$ cat src/rtl/crc_pkg.sv
// Shared CRC-32 constants and the framer state type.
//   CRC_INIT     - register value at start of every frame
//   CRC_RESIDUE  - register value after a whole frame plus its FCS has been stepped through
//   CRC_POLY     - IEEE 802.3 generator polynomial, MSB-first form
//   FCS_NIBBLES  - number of FCS nibbles appended to each frame
//   fcs_state_e  - framer states (IDLE/DATA/PAD/FCS)
package crc_pkg;

  localparam logic [31:0] CRC_INIT    = 32'hFFFF_FFFF;
  localparam logic [31:0] CRC_RESIDUE = 32'hC704_DD7B;
  localparam logic [31:0] CRC_POLY    = 32'h04C1_1DB7;
  localparam int          FCS_NIBBLES = 8;

  typedef enum logic [1:0] {
    IDLE = 2'd0,
    DATA = 2'd1,
    PAD  = 2'd2,
    FCS  = 2'd3
  } fcs_state_e;

  // MII sends bit 0 of each nibble first; the MSB-first CRC core wants the
  // first wire bit in position 3.
  function automatic logic [3:0] nibble_rev(input logic [3:0] d);
    return {d[0], d[1], d[2], d[3]};
  endfunction

endpackage

$ cat src/rtl/crc_comb.sv
// Combinational CRC-32 next-state function, one nibble per step.
// Ports:
//   data      in  4   nibble, bit 3 is processed first
//   enable    in  1   0 = pass curr_crc through unchanged
//   curr_crc  in  32  current CRC register
//   next_crc  out 32  CRC register after stepping data
module crc_comb
  import crc_pkg::*;
(
  input  logic [3:0]  data,
  input  logic        enable,
  input  logic [31:0] curr_crc,
  output logic [31:0] next_crc
);

  logic [31:0] crc_work;

  always_comb begin
    crc_work = curr_crc;
    for (int i = 3; i >= 0; i--) begin
      if (crc_work[31] ^ data[i]) begin
        crc_work = {crc_work[30:0], 1'b0} ^ CRC_POLY;
      end else begin
        crc_work = {crc_work[30:0], 1'b0};
      end
    end
    next_crc = enable ? crc_work : curr_crc;
  end

endmodule

$ cat src/rtl/tx_fcs_append.sv
// Nibble-stream Ethernet TX framer: passes frame nibbles through, zero-pads
// short frames to MIN_NIBBLES, then appends the 32-bit FCS as 8 nibbles.
// Ports:
//   clk, rst_n                    clock, async active-low reset
//   in_valid/in_ready/in_data     input nibble handshake (MII nibble order)
//   in_first/in_last              frame delimiters on the input side
//   out_valid/out_ready/out_data  output nibble handshake (registered)
//   out_first/out_last            first nibble / last FCS nibble of output frame
//   busy                          high while a frame is in progress
//
// state | meaning
// IDLE  | waiting for in_first; non-first nibbles are dropped
// DATA  | forwarding frame nibbles and stepping the CRC
// PAD   | emitting zero nibbles until MIN_NIBBLES reached
// FCS   | emitting the inverted CRC, 4 bits per nibble
module tx_fcs_append
  import crc_pkg::*;
#(
  parameter bit PAD_EN      = 1'b1,
  parameter int MIN_NIBBLES = 120,
  parameter int CNT_W       = 12
) (
  input  logic       clk,
  input  logic       rst_n,
  input  logic       in_valid,
  output logic       in_ready,
  input  logic [3:0] in_data,
  input  logic       in_first,
  input  logic       in_last,
  output logic       out_valid,
  input  logic       out_ready,
  output logic [3:0] out_data,
  output logic       out_first,
  output logic       out_last,
  output logic       busy
);

  localparam logic [2:0]     FCS_LAST = 3'(FCS_NIBBLES - 1);
  localparam logic [CNT_W:0] MIN_CNT  = (CNT_W + 1)'(MIN_NIBBLES);

  fcs_state_e       state_q, state_d;
  logic [31:0]      crc_q, crc_d;
  logic [CNT_W-1:0] cnt_q, cnt_d;
  logic [2:0]       fcs_idx_q, fcs_idx_d;
  logic             out_valid_d, out_first_d, out_last_d;
  logic [3:0]       out_data_d;

  logic             advance, xfer, pad_needed;
  logic [CNT_W:0]   cnt_inc;
  logic [CNT_W-1:0] cnt_sat;
  logic [3:0]       step_data;
  logic [31:0]      step_base, step_crc;

  assign advance  = !out_valid || out_ready;
  // Gated with rst_n so nothing is handshaken while the block is held in reset.
  assign in_ready = rst_n && advance && (state_q == IDLE || state_q == DATA);
  assign xfer     = in_valid && in_ready;
  assign busy     = (state_q != IDLE);

  // Extra bit keeps cnt+1 from wrapping, so a saturated count never looks short.
  assign cnt_inc    = {1'b0, cnt_q} + (CNT_W + 1)'(1);
  assign cnt_sat    = (&cnt_q) ? cnt_q : cnt_inc[CNT_W-1:0];
  // cnt is 0 in IDLE, so the same test covers a single-nibble frame.
  assign pad_needed = PAD_EN && (cnt_inc < MIN_CNT);

  // The first nibble of a frame steps from INIT rather than the stale register.
  assign step_base = (state_q == IDLE) ? CRC_INIT : crc_q;
  assign step_data = (state_q == PAD) ? 4'h0 : nibble_rev(in_data);

  crc_comb u_crc_comb (
    .data     (step_data),
    .enable   (1'b1),
    .curr_crc (step_base),
    .next_crc (step_crc)
  );

  always_comb begin
    state_d     = state_q;
    crc_d       = crc_q;
    cnt_d       = cnt_q;
    fcs_idx_d   = fcs_idx_q;
    out_valid_d = out_valid;
    out_data_d  = out_data;
    out_first_d = out_first;
    out_last_d  = out_last;

    if (advance) begin
      out_valid_d = 1'b0;
      out_first_d = 1'b0;
      out_last_d  = 1'b0;
      case (state_q)
        IDLE: begin
          if (xfer && in_first) begin
            crc_d       = step_crc;
            cnt_d       = CNT_W'(1);
            fcs_idx_d   = '0;
            out_valid_d = 1'b1;
            out_data_d  = in_data;
            out_first_d = 1'b1;
            if (in_last) state_d = pad_needed ? PAD : FCS;
            else         state_d = DATA;
          end
        end
        DATA: begin
          if (xfer) begin
            crc_d       = step_crc;
            cnt_d       = cnt_sat;
            out_valid_d = 1'b1;
            out_data_d  = in_data;
            if (in_last) begin
              state_d   = pad_needed ? PAD : FCS;
              fcs_idx_d = '0;
            end
          end
        end
        PAD: begin
          crc_d       = step_crc;
          cnt_d       = cnt_sat;
          out_valid_d = 1'b1;
          out_data_d  = 4'h0;
          if (cnt_inc >= MIN_CNT) begin
            state_d   = FCS;
            fcs_idx_d = '0;
          end
        end
        FCS: begin
          out_valid_d = 1'b1;
          out_data_d  = {~crc_q[28], ~crc_q[29], ~crc_q[30], ~crc_q[31]};
          crc_d       = {crc_q[27:0], 4'h0};
          fcs_idx_d   = fcs_idx_q + 3'd1;
          if (fcs_idx_q == FCS_LAST) begin
            out_last_d = 1'b1;
            state_d    = IDLE;
            crc_d      = CRC_INIT;
            cnt_d      = '0;
            fcs_idx_d  = '0;
          end
        end
        default: state_d = IDLE;
      endcase
    end
  end

  always_ff @(posedge clk or negedge rst_n) begin
    if (!rst_n) begin
      state_q   <= IDLE;
      crc_q     <= CRC_INIT;
      cnt_q     <= '0;
      fcs_idx_q <= '0;
      out_valid <= 1'b0;
      out_data  <= 4'h0;
      out_first <= 1'b0;
      out_last  <= 1'b0;
    end else begin
      state_q   <= state_d;
      crc_q     <= crc_d;
      cnt_q     <= cnt_d;
      fcs_idx_q <= fcs_idx_d;
      out_valid <= out_valid_d;
      out_data  <= out_data_d;
      out_first <= out_first_d;
      out_last  <= out_last_d;
    end
  end

endmodule
$ cat config.mk
export PLATFORM = sky130hd
export DESIGN_NAME = tx_fcs_append
export DESIGN_NICKNAME = d
export VERILOG_FILES = /design/src/rtl/crc_pkg.sv /design/src/rtl/crc_comb.sv /design/src/rtl/tx_fcs_append.sv
export SDC_FILE = /design/constraint.sdc
export NUM_CORES = 1
export LEC_CHECK = 0
export BUFFER_PORTS_ARGS = -buffer_cell sky130_fd_sc_hd__buf_2
export CORE_UTILIZATION = 55
export CTS_BUF_LIST = sky130_fd_sc_hd__clkbuf_8 sky130_fd_sc_hd__clkbuf_16
export CTS_CLUSTER_SIZE = 16
export DETAILED_ROUTE_END_ITERATION = 16
export HOLD_SLACK_MARGIN = 0.05
export PLACE_DENSITY = 0.84
export RECOVER_POWER = 25
export SYNTH_ARGS = -nofsm -noshare
export SYNTH_HDL_FRONTEND = slang
export SYNTH_SLANG_ARGS = --single-unit
$ cat constraint.sdc
create_clock -name clk -period 2.8 [get_ports clk]
set_input_delay 0.42 -clock clk [delete_from_list [all_inputs] [get_ports clk]]
set_output_delay 0.42 -clock clk [all_outputs]
set_load 0.01 [all_outputs]
==> results.sh <==
export IMPL_cts_resized=0
export IMPL_dieArea_um2=6680
export IMPL_path_clk_slew_ns=0.11
export IMPL_start_util_pct=58.0
export IMPL_avgSynthCellArea_um2=8.76
export IMPL_p_per_area_nw_per_um2=1460
export IMPL_power_frac_comb_pct=62.3
export IMPL_synth_distinct_cells=55
export IMPL_syn_area_um2=3500
export IMPL_async_flop_share_pct=100
export IMPL_dieWidth_um=81.7
export IMPL_grt_antenna_before_repair=0
export IMPL_drcViolationCount=0
export IMPL_status="finished, final reports clean"
export IMPL_grt_pass1_wl_um=12900
export IMPL_core_area_um2=6030
export IMPL_preCtsSetupSlack_ns=0.179
export IMPL_yosys_warnings=0
export IMPL_drv_slew=0
export IMPL_routabilityCongestion=0.873
export IMPL_vias=3046
export IMPL_wl_um=8110
export IMPL_layout_commonest_cell="nor2_1"
export IMPL_r2r_cells=7
export IMPL_grt_pass1_vias=2843
export IMPL_layout_drive_gt1_share_pct=20.4
export IMPL_min_period_ns=2.65
export IMPL_cp_cell_sequence="ha_1 > nand4_1 > or4b_4 > a32oi_4 > nor4b_2 > or3_4 > mux2_4"
export IMPL_placed_cell_area_um2=3700
export IMPL_clock_skew_ns=0.0153
export IMPL_p_sw_mw=2.52
export IMPL_seq_power_share_pct=29.4
export IMPL_cp_start_kind="flop"
export IMPL_cts_made_buffers=5
export IMPL_dr_pass1_iters=5
export IMPL_via_per_inst=6.14
export IMPL_min_period_over_period_pct=94.6
export IMPL_setup_slack_ns=0.150
export IMPL_cellLeakagePower_nw=1.57
export IMPL_whs_endpoint="out_first"
export IMPL_holdCritStartpoint="in_first"
export IMPL_intPower_mw=3.04
export IMPL_io_pins=19
export IMPL_final_area_um2=3810
export IMPL_insertion_delay_ns=0.32
export IMPL_yosysSeqAreaShare_pct=41.2
export IMPL_synthFlopType="dfstp_2"
export IMPL_layout_common_cells="52 x nor2_1, 51 x nand2_1, 48 x o21ai_0"
export IMPL_vdd_drop_max_mv=0.761
export IMPL_grt_overflow_total=0
export IMPL_power_mw=5.56
export IMPL_ys_ff_latch=56
export IMPL_synth_cells=399
export IMPL_grt_usage_pct=25.3
export IMPL_fin_nets=437
export IMPL_setup_viol=0
export IMPL_area_growth_syn_to_layout_pct=8.94
export IMPL_die_height_um=81.7
export IMPL_cts_tree="yes"
export IMPL_root_buffer="clkbuf_8"
export IMPL_r2r_end="fcs_idx_q[0]"
export IMPL_portBuffers=18
export IMPL_rrSetupSlack_ns=0.15
export IMPL_grt_start_max_net_pins=49
export IMPL_worst_slew_pin_slew_ns=1.17
export IMPL_critPathMaxStageDelay_ns=0.52
export IMPL_num_fill_cells=512
export IMPL_drt_iter0_drc=296
export IMPL_crit_buf_inv=0
export IMPL_final_util_pct=63.2
export IMPL_critPathTopFamily="simple AND/OR/NAND/NOR gates"
export IMPL_hold_violations=0
export IMPL_maxSlewHeadroom_pct=22.2
export IMPL_crit_fanout=8
export IMPL_netSwitchingFraction_pct=45.3
export IMPL_numClockSinks=56
export IMPL_reg2reg_from="cnt_q[0]"
export IMPL_crit_type="reg2reg"
export IMPL_diodes=0
export IMPL_hpwl_um=5740
export IMPL_max_freq_ghz=0.377
export IMPL_worstPathRequired_ns=3.02
export IMPL_whs_path_depth=3
export IMPL_ant_nets=0
export IMPL_rsz0062_at_grt="no"
export IMPL_clk_path_buf_depth=2
export IMPL_wl_per_cell_um=16.4
export IMPL_h_tree_depth=2
export IMPL_synth_edf_count=0
export IMPL_worstHoldPathType="in2reg"
export IMPL_critical_path_arrival_ns=2.87
export IMPL_cp_end_kind="flop"
export IMPL_clkPwrFrac_pct=8.3
export IMPL_finalSetupTns_ns=0
export IMPL_num_rows=28
export IMPL_critPathSlowestCell="or4b_4"
export IMPL_synth_fp_nets=416
export IMPL_maxCapViolCount=0
[tightest hold or removal path, stage by stage]
cell and delay, ns:
buf_2 0.10, nand3_1 0.12, o31ai_1 0.08
[flip-flops by register name, summed over array words and instances, names as in the netlist]
register and flops:
state_q 2, cnt_q 12, out_first 1, crc_q 32, out_last 1, fcs_idx_q 3
out_data 4, out_valid 1
[per-stage QoR]
step,instances,hold slack [ns]
after floorplan,399,0.124
after global placement,484,0.316
after detailed placement,484,0.318
after CTS,493,0.438
after global routing,496,0.446
final,496,0.436
[worst max-delay path by stage]
stage | end | slack (ns) | depth (start not counted) | start
2_1_floorplan | fcs_idx_q[0] | 0.39 | 8 | cnt_q[0]
3_3_place_gp | fcs_idx_q[0] | 0.27 | 7 | cnt_q[0]
3_5_place_dp | fcs_idx_q[0] | 0.18 | 7 | cnt_q[0]
4_1_cts | fcs_idx_q[0] | 0.17 | 7 | cnt_q[0]
5_1_grt | fcs_idx_q[0] | 0.05 | 7 | cnt_q[0]
6_report | fcs_idx_q[0] | 0.15 | 7 | cnt_q[0]
[layout make-up]
| type | instances | area [um^2] | share of cell area (%) |
|---|---|---|---|
| Multi-Input combinational cell | 310 | 1920 | 50.3 |
| Sequential cell | 56 | 1440 | 37.8 |
| Timing Repair Buffer | 38 | 231 | 6.08 |
| Tap cell | 75 | 93.8 | 2.46 |
| Clock buffer | 5 | 68.8 | 1.81 |
| Inverter | 9 | 33.8 | 0.887 |
| Clock inverter | 3 | 22.5 | 0.591 |
[per-layer routing]
layer / part of all wire, % / up-vias / global-route usage (%)
met5: 0 / - / 0
met4: 2.2 / 0 / 10.7
met3: 5.0 / 18 / 3.78
met2: 46 / 97 / 41.1
met1: 46 / 1475 / 33.5
li1: - / 1456 / -
[what timing repair did]
| action | in CTS | in global routing |
|---|---|---|
| setup endpoints to repair | 0 | 3 |
| hold buffers | 1 | 0 |
| hold endpoints to repair | 9 | 0 |
| setup buffers | 0 | 3 |
[logic make-up (layout without fill, tap and decap cells)]
family | count (synthesis) | in the layout | synth area share, %
AND/OR/NAND/NOR | 158 | 158 | 21.5
AO/OA/AOI/OAI | 116 | 116 | 21.1
flip-flops | 56 | 56 | 41.2
buffers and inverters | 33 | 55 | 4.01
XOR/XNOR | 17 | 17 | 5.83
multiplexers | 12 | 12 | 3.83
adder cells (fa/ha/maj) | 7 | 7 | 2.50
[power by group through the flow]
stage	logic [mW]	registers, mW	clock network (mW)
2_1_floorplan	2.61	1.56	0
3_3_place_gp	3.27	1.61	0
3_5_place_dp	3.40	1.64	0
4_1_cts	3.41	1.62	0.468
5_1_grt	3.82	1.68	0.497
6_report	3.47	1.63	0.461
[Yosys cell counts, types with 6 or more instances]
cell type / number / area share [%]
xnor2_1: 7 / 1.8
nand2b_1: 13 / 2.3
nor2_1: 52 / 5.6
dfstp_2: 32 / 24
nor3_1: 7 / 1.0
o22ai_1: 13 / 2.3
inv_1: 9 / 0.97
o21ai_0: 48 / 6.9
o32ai_1: 10 / 2.5
nand3_1: 8 / 1.1
mux2_2: 6 / 1.9
a21oi_1: 13 / 1.9
o31ai_1: 10 / 2.1
ha_1: 7 / 2.5
nor2b_1: 6 / 1.1
nand2_1: 52 / 5.6
clkbuf_1: 19 / 2.0
dfrtp_1: 24 / 17
xor2_1: 6 / 1.5
Power figures use the tool's default switching activity.
